## config.mk

```make
export PLATFORM = sky130hd
export DESIGN_NAME = checkout_controller_flat
export DESIGN_NICKNAME = d
export VERILOG_FILES = /design/src/rtl/checkout_pkg.sv /design/src/rtl/checkout_controller_if.sv /design/src/rtl/item_classifier.sv /design/src/rtl/checkout_controller.sv /design/src/flat_wrapper.sv
export SDC_FILE = /design/constraint.sdc
export NUM_CORES = 1
export LEC_CHECK = 0
export ABC_AREA = 1
export CELL_PAD_IN_SITES_DETAIL_PLACEMENT = 0
export CELL_PAD_IN_SITES_GLOBAL_PLACEMENT = 1
export CORE_MARGIN = 10
export CORE_UTILIZATION = 35
export DETAILED_ROUTE_END_ITERATION = 10
export MAX_ROUTING_LAYER = met4
export PLACE_DENSITY = 0.81
export SETUP_SLACK_MARGIN = 0.05
export SYNTH_ARGS = -nofsm -noshare
export SYNTH_HDL_FRONTEND = slang
export SYNTH_SLANG_ARGS = --single-unit
```

## constraint.sdc

```tcl
create_clock -name clk -period 2.2 [get_ports clk]
set_input_delay 0.22 -clock clk [delete_from_list [all_inputs] [get_ports clk]]
set_output_delay 0.22 -clock clk [all_outputs]
set_load 0.005 [all_outputs]
```

## src/rtl/checkout_pkg.sv

```systemverilog
// rtl/checkout_pkg.sv - shared types and defaults for the checkout lane controller
package checkout_pkg;

  typedef enum logic [1:0] {
    IDLE  = 2'd0,
    SCAN  = 2'd1,
    ALARM = 2'd2,
    DONE  = 2'd3
  } state_e;

  typedef struct packed {
    logic u;
    logic p;
    logic c;
    logic m;
  } item_t;

  localparam int CNT_W_DEF = 8;

endpackage

```

## src/rtl/checkout_controller_if.sv

```systemverilog
// rtl/checkout_controller_if.sv - scanner item handshake bundle
interface checkout_controller_if;

  logic       item_valid;
  logic       item_ready;
  logic [2:0] item_upc;
  logic       item_mark;

  modport master (output item_valid, output item_upc, output item_mark, input item_ready);
  modport slave  (input item_valid, input item_upc, input item_mark, output item_ready);

endinterface

```

## src/rtl/item_classifier.sv

```systemverilog
// rtl/item_classifier.sv - combinational discount/stolen decode of one scanned item
module item_classifier
  import checkout_pkg::*;
(
  input  item_t item,
  output logic  d,
  output logic  s
);

  assign d = item.p | (item.u & item.c);
  assign s = (~item.p & ~item.c & ~item.m) | (item.u & ~item.p & ~item.m);

endmodule

```

## src/rtl/checkout_controller.sv

```systemverilog
// rtl/checkout_controller.sv - checkout lane scan controller; COUNT_SAT_EN selects saturating tallies
module checkout_controller
  import checkout_pkg::*;
#(
  parameter int CNT_W = CNT_W_DEF
) (
  input  logic                  clk,
  input  logic                  reset_n,
  input  logic                  start,
  input  logic                  finish,
  input  logic                  ack,
  checkout_controller_if.slave  item_bus,
  output logic                  busy,
  output logic                  alarm,
  output logic                  discount,
  output logic                  done,
  output logic [CNT_W-1:0]      item_cnt,
  output logic [CNT_W-1:0]      disc_cnt,
  output logic [CNT_W-1:0]      stolen_cnt
);

  localparam logic [1:0] S_IDLE  = IDLE;
  localparam logic [1:0] S_SCAN  = SCAN;
  localparam logic [1:0] S_ALARM = ALARM;
  localparam logic [1:0] S_DONE  = DONE;

  logic [1:0] state;
  logic       finish_pend;
  logic       item_ready;
  logic       accept;
  logic       cls_d;
  logic       cls_s;
  item_t      item;

  assign item = {item_bus.item_upc, item_bus.item_mark};

  item_classifier u_classifier (
    .item (item),
    .d    (cls_d),
    .s    (cls_s)
  );

  assign item_ready          = (state == S_SCAN);
  assign item_bus.item_ready = item_ready;
  assign busy                = (state != S_IDLE);
  assign alarm               = (state == S_ALARM);
  assign done                = (state == S_DONE);
  assign accept              = item_bus.item_valid & item_ready;

  function automatic logic [CNT_W-1:0] bump(input logic [CNT_W-1:0] v);
`ifdef COUNT_SAT_EN
    return (&v) ? v : v + 1'b1;
`else
    return v + 1'b1;
`endif
  endfunction

  always_ff @(posedge clk or negedge reset_n) begin
    if (!reset_n) begin
      state       <= S_IDLE;
      finish_pend <= 1'b0;
      discount    <= 1'b0;
      item_cnt    <= '0;
      disc_cnt    <= '0;
      stolen_cnt  <= '0;
    end else begin
      discount <= accept & cls_d;
      case (state)
        S_IDLE: begin
          if (start) begin
            item_cnt    <= '0;
            disc_cnt    <= '0;
            stolen_cnt  <= '0;
            finish_pend <= 1'b0;
            state       <= S_SCAN;
          end
        end
        S_SCAN: begin
          if (accept) begin
            item_cnt <= bump(item_cnt);
            if (cls_d) disc_cnt <= bump(disc_cnt);
            if (cls_s) stolen_cnt <= bump(stolen_cnt);
          end
          // A stolen item wins over finish; the finish is remembered for after the ack.
          if (accept && cls_s) begin
            finish_pend <= finish;
            state       <= S_ALARM;
          end else if (finish) begin
            state <= S_DONE;
          end
        end
        S_ALARM: begin
          if (ack) begin
            state <= (finish_pend | finish) ? S_DONE : S_SCAN;
          end else if (finish) begin
            finish_pend <= 1'b1;
          end
        end
        S_DONE:  state <= S_IDLE;
        default: state <= S_IDLE;
      endcase
    end
  end

endmodule
```

## src/flat_wrapper.sv

```systemverilog
// flat-port wrapper written by rule: the top's interface ports become plain ports
module checkout_controller_flat import checkout_pkg::*;
#(
  parameter int CNT_W = CNT_W_DEF
)
  (clk, reset_n, start, finish, ack, busy, alarm, discount, done, item_cnt, disc_cnt, stolen_cnt, item_bus_item_valid, item_bus_item_upc, item_bus_item_mark, item_bus_item_ready);
  checkout_controller_if item_bus_i ();
  input  logic clk;
  input  logic reset_n;
  input  logic start;
  input  logic finish;
  input  logic ack;
  output logic busy;
  output logic alarm;
  output logic discount;
  output logic done;
  output logic [CNT_W-1:0] item_cnt;
  output logic [CNT_W-1:0] disc_cnt;
  output logic [CNT_W-1:0] stolen_cnt;
  input wire logic [$bits(item_bus_i.item_valid)-1:0] item_bus_item_valid;
  input wire logic [$bits(item_bus_i.item_upc)-1:0] item_bus_item_upc;
  input wire logic [$bits(item_bus_i.item_mark)-1:0] item_bus_item_mark;
  output wire logic [$bits(item_bus_i.item_ready)-1:0] item_bus_item_ready;
  assign item_bus_i.item_valid = item_bus_item_valid;
  assign item_bus_i.item_upc = item_bus_item_upc;
  assign item_bus_i.item_mark = item_bus_item_mark;
  assign item_bus_item_ready = item_bus_i.item_ready;
  checkout_controller #(.CNT_W(CNT_W)) u_core (.clk(clk), .reset_n(reset_n), .start(start), .finish(finish), .ack(ack), .item_bus(item_bus_i), .busy(busy), .alarm(alarm), .discount(discount), .done(done), .item_cnt(item_cnt), .disc_cnt(disc_cnt), .stolen_cnt(stolen_cnt));
endmodule
```

== After elaboration in Yosys (flattened, before gate mapping) ==
Cells that the tools add are included.

* Memories kept: 0
* Memory bits (writable): 0
* Logic and storage cells: 64
* Output and inout bits: 29
* Bits in read-only memories: 0
* Bits in latches: 0
* Bits of input ports: 10
* Register bits after elaboration: 28

* Add/sub/neg operators: 3
* Equality and inequality tests: 12
* Bitwise gates (word level): 13
* Divide/modulo/power cells: 0
* Order comparisons: 0
* Mux-type cells: 20
* Shift-type cells: 0
* Reductions and logical operators: 10
* Multipliers: 0

{| class="wikitable"
|+ Operators by type and width
! kind !! count
|-
| $mux W8 || 6
|-
| $pmux W8 S2 || 3
|-
| $add A8 B1 Y8 const B || 3
|-
| $ne A2 B2 Y1 const B || 8
|-
| $mux W2 || 5
|-
| $pmux W2 S4 || 1
|-
| $reduce_and A4 Y1 || 2
|-
| $and A1 B1 Y1 || 7
|-
| $reduce_and A3 Y1 || 2
|-
| $reduce_and A5 Y1 || 1
|-
| $eq A2 B2 Y1 const B || 2
|-
| $mux W1 || 4
|-
| $reduce_bool A2 Y1 || 2
|-
| $ne A3 B3 Y1 const B || 1
|-
| $not A1 Y1 || 3
|-
| $or A1 B1 Y1 || 3
|-
| $pmux W1 S3 || 1
|-
| $reduce_bool A3 Y1 || 1
|-
| $eq A2 B1 Y1 const B || 1
|-
| $logic_not A2 Y1 || 1
|-
| $logic_and A1 B1 Y1 || 1
|}

== Logic depth before layout (Yosys ltp) ==
* Depth in word-level cells: 7
* Mapped depth: 10
* Gate-level depth less buffers: 9

== Hierarchy ==
Synthesis repeated with hierarchy kept, for this count alone.

* Cell total of the unflattened synthesis: 248
* Area total of the unflattened synthesis: 1742.9 um2

{| class="wikitable"
|+ By module, submodules not included
! module !! area each (um2) !! times used !! sequential area each (um2) !! cells an instance
|-
| checkout_controller || 1712.9 || 1 || 700.7 || 240
|-
| item_classifier || 30.0 || 1 || 0.0 || 8
|}

== Least setup slack after synthesis ==
No wires, ideal clock.

* Kind: register -> register
* From: reg u_core.state[1]
* To: reg u_core.stolen_cnt[5]
* Data arrival time: 1.417 ns
* Path buffers: 1
* Cell stages (with the launch flop): 11
* Slack: 0.665 ns
* Setup time: 0.118 ns
* Period minus slack after synthesis: 1.535 ns
* Required time: 2.082 ns
* Path through: dfrtp_1 > inv_1 > ha_1 > inv_1 > nand2_4 > nand2_4 > a21oi_4 > inv_2 > buf_6 > nand2_1 > o21ai_2

* Longest elaborated chain between the ends: 4
* Elaborated cells between the ends (all ways): 9
* Those cells by class: eq/ne: 4; mux: 1; bitwise: 1; reduce/logical: 3

{| class="wikitable"
|+ RTL lines
! element !! line !! RTL
|-
| from (decl) || checkout_controller.sv:27 || <nowiki>logic [1:0] state;</nowiki>
|-
| from (signal assigned) || checkout_controller.sv:94 || <nowiki>state <= (finish_pend | finish) ? S_DONE : S_SCAN;</nowiki>
|-
| $eq A2 B1 Y1 (*) || checkout_controller.sv:43 || <nowiki>assign item_ready = (state == S_SCAN);</nowiki>
|-
| named net item_bus_item_ready || flat_wrapper.sv:23 || <nowiki>output wire logic [$bits(item_bus_i.item_ready)-1:0] item_bus_item_ready;</nowiki>
|-
| $and A1 B1 Y1 || checkout_controller.sv:48 || <nowiki>assign accept = item_bus.item_valid & item_ready;</nowiki>
|-
| $ne A2 B2 Y1 (no source line) || -- ||
|-
| $reduce_and A4 Y1 (no source line) || -- ||
|-
| to (signal assigned) || checkout_controller.sv:82 || <nowiki>if (cls_s) stolen_cnt <= bump(stolen_cnt);</nowiki>
|-
| to (decl) || checkout_controller.sv:19 || <nowiki>output logic [CNT_W-1:0] stolen_cnt</nowiki>
|}

The timed path passes the listed nets; every way through them passes the cells marked *.
A chain may end at the register's enable or synchronous reset.

== Final worst setup path ==
* From: reg u_core.state[1]
* To: out item_bus_item_ready

* Longest elaborated chain between the ends: 1

{| class="wikitable"
|+ RTL lines
! element !! line
|-
| $eq A2 B1 Y1 || checkout_controller.sv:43
|-
| to (decl) || flat_wrapper.sv:23
|}

Every way passes these cells.

==> summary.txt <==
status: completed
PwrDens: 940.0 nW/um2
nets: 301
f_max: 0.5232 GHz
Core ar.: 4848 um2
CP required: 1.98 ns
max incr delay on CP: 0.57 ns
Die Area: 8372 um2
most frequent cells in the layout: nand2_1 (79), clkdlybuf4s50_1 (38), inv_1 (32)
Hold Path Class: primary input to asynchronous set/reset pin
Routed WL: 4.178 mm
Std-Cell Rows: 25
post-CTS resize count: 0
number of synthesized register bits: 28
Clock Sinks: 28
first-pass GRT wire length: 7.320 mm
DP HPWL: 3.216 mm
Post-CTS Setup Bufs: 0
DRT Pass-1 Iters: 4
mapped cell area: 1789 um2
Num CTS Buffers: 3
starting density of the core: 36.90%
max-cap viol count: 0
number of port buffers: 38
Ports: 39
FF-to-FF path depth: 8
CTS tree: done
Worst-path clk slew: 0.10 ns
Synth warnings: 0
Unique masters post-synth: 24
CTS H-tree lvls: 1
total grt overflow: 0
final setup vio count: 0
crit-path max FO: 6
initial antenna violation count: 0
met3 GRT Util: 3.210%
unrepaired setup endpoints after global routing: false
Mapped Cells: 243
number of global-route vias before repair: 1,614
GRT Util Overall: 10.41%
leading cell type in the layout, fill and taps excluded: nand2_1
Crit path arrival time: 1.69 ns
drc violations: 0
grt peak-use layer: met2
gpl congestion: 0.7690
grt met2 use: 17.48%
met1 Use GR: 12.04%
maximum vdd drop: 0.5034 mV
layout cells sized above 1: 7.420%
setup TNS: 0 ns
Rel. slew slack: 75.69%
Post-CTS Hold Fix Bufs: 0
Die H: 91.50 um
DP Area: 2238 um2
antenna-violating nets left: 0
Syn Area/Cell: 7.363 um2
Final Instance Area: 2310 um2
period utilization: 86.87%
register area share after synthesis: 39.16%
Top Family by Delay on Critical Path: buffers and inverters
Worst setup EP type: output pin
largest net degree at the start of global routing: 29
maximum root-to-sink buffer count: 2
diode count: 0
Worst-Margin Slew: 0.3647 ns
root buffer cell: clkbuf_8
area delta synth->final: 29.09%
WS Path Type: flip-flop to output pin
vias per cell: 4.714
worst-case clock skew: 0.001271 ns
Worst path slowest cell: clkdlybuf4s50_1
average wire per standard cell: 11.94 um
Leak: 1.103 nW
number of DRC markers in iteration 0: 43
critical path depth in cells: 3
worst path cell trace: inv_1 > ha_1 > clkdlybuf4s50_1
Final Hold Viols: 0
Clock Latency Late Sink: 0.28 ns
Bufs and invs on worst path: 2
Final Max Tran Viols: 0
syn_nets: 260
crit path launch type: flip-flop
Via Count: 1,650
min cycle time layout: 1.911 ns
die width: 91.50 um
==> synth_stat cells (all sizes together) <==
library cell,count,area [um2]
o21bai,5,37.54
nand2,82,330.3
buf,2,16.26
a21oi,6,41.29
nand3,24,137.6
o21ai,20,111.4
ha,7,87.58
nand4,12,75.07
or2,1,6.260
clkbuf,3,21.27
dfrtp,28,700.7
inv,34,127.6
xor2,3,26.28
nor2,16,70.07
==> where the power goes <==
| group | switching, mW | internal [mW] | total (mW) |
|---|---|---|---|
| registers | 0.0754 | 0.586 | 0.662 |
| logic | 0.687 | 0.406 | 1.09 |
| clock network | 0.173 | 0.244 | 0.417 |
| total | 0.935 | 1.24 | 2.17 |
==> sequential cells by signal, summed over array words and instances, names as in the netlist <==
register / cells
u_core.stolen_cnt: 8
u_core.item_cnt: 8
u_core.state: 2
u_core.disc_cnt: 8
u_core.finish_pend: 1
u_core.discount: 1
==> worst register-to-register path: stages, from the launching register on <==
cell and delay, ns:
dfrtp_1 0.43, inv_1 0.11, ha_1 0.30, buf_4 0.28, nand2_4 0.09, nand3_4 0.13, inv_1 0.15, a21oi_1 0.16
nor2_1 0.06
==> per-layer routing <==
layer  wire [um]  up-vias  share of wire, %
met5           0        -                 0
met4          38        0              0.91
met3         191        4               4.6
met2        1915       29                46
met1        2032      753                49
li1            -      864                 -
==> kinds of logic (layout without fill, tap and decap cells) <==
family                     count (synthesis)  in the layout  share of synthesized area, %
AOI/OAI and AO/OA                         31             31                         10.63
xor gates and xnor gates                   3              3                         1.469
adders and majority gates                  7              7                         4.895
buffers and inverters                     39             79                         9.231
DFF                                       28             28                         39.16
and+or+nand+nor                          135            135                         34.62
==> path summary, 6_finish.rpt <==
path	from	end	slack [ns]
setup / recovery	u_core.state[1]	item_bus_item_ready	0.29
hold / removal	reset_n	u_core.item_cnt[6]	0.32
setup reg to reg	u_core.state[1]	u_core.item_cnt[3]	0.38
hold reg to reg	u_core.finish_pend	u_core.finish_pend	0.51
max in group asynchronous	reset_n	u_core.item_cnt[3]	1.62
min in group clk	u_core.finish_pend	u_core.finish_pend	0.51
==> area by class of cell <==
type | count | area [um2]
Timing Repair Buffer | 41 | 402.9
Clock buffer | 3 | 41.29
Tap cell | 67 | 83.83
Sequential cell | 28 | 700.7
Inverter | 34 | 127.6
Clock inverter | 1 | 30.03
Fill cell | 513 | 2539
Multi-Input combinational cell | 176 | 923.4
==> metrics by stage <==
step / hold WS [ns] / std cells / power, mW / setup slack, ns / utilization, %
floorplan: -0.07559 / 243 / 1.429 / 0.6648 / -
detailed placement: 0.4940 / 346 / 1.783 / 0.3769 / 46.17
global route: 0.3472 / 350 / 2.380 / 0.1860 / 47.64
global placement: 0.4733 / 346 / 1.783 / 0.4187 / 46.17
finish: 0.3180 / 350 / 2.171 / 0.2888 / 47.64
CTS: 0.3250 / 350 / 2.210 / 0.2566 / 47.64
Power figures use the tool's default switching activity.
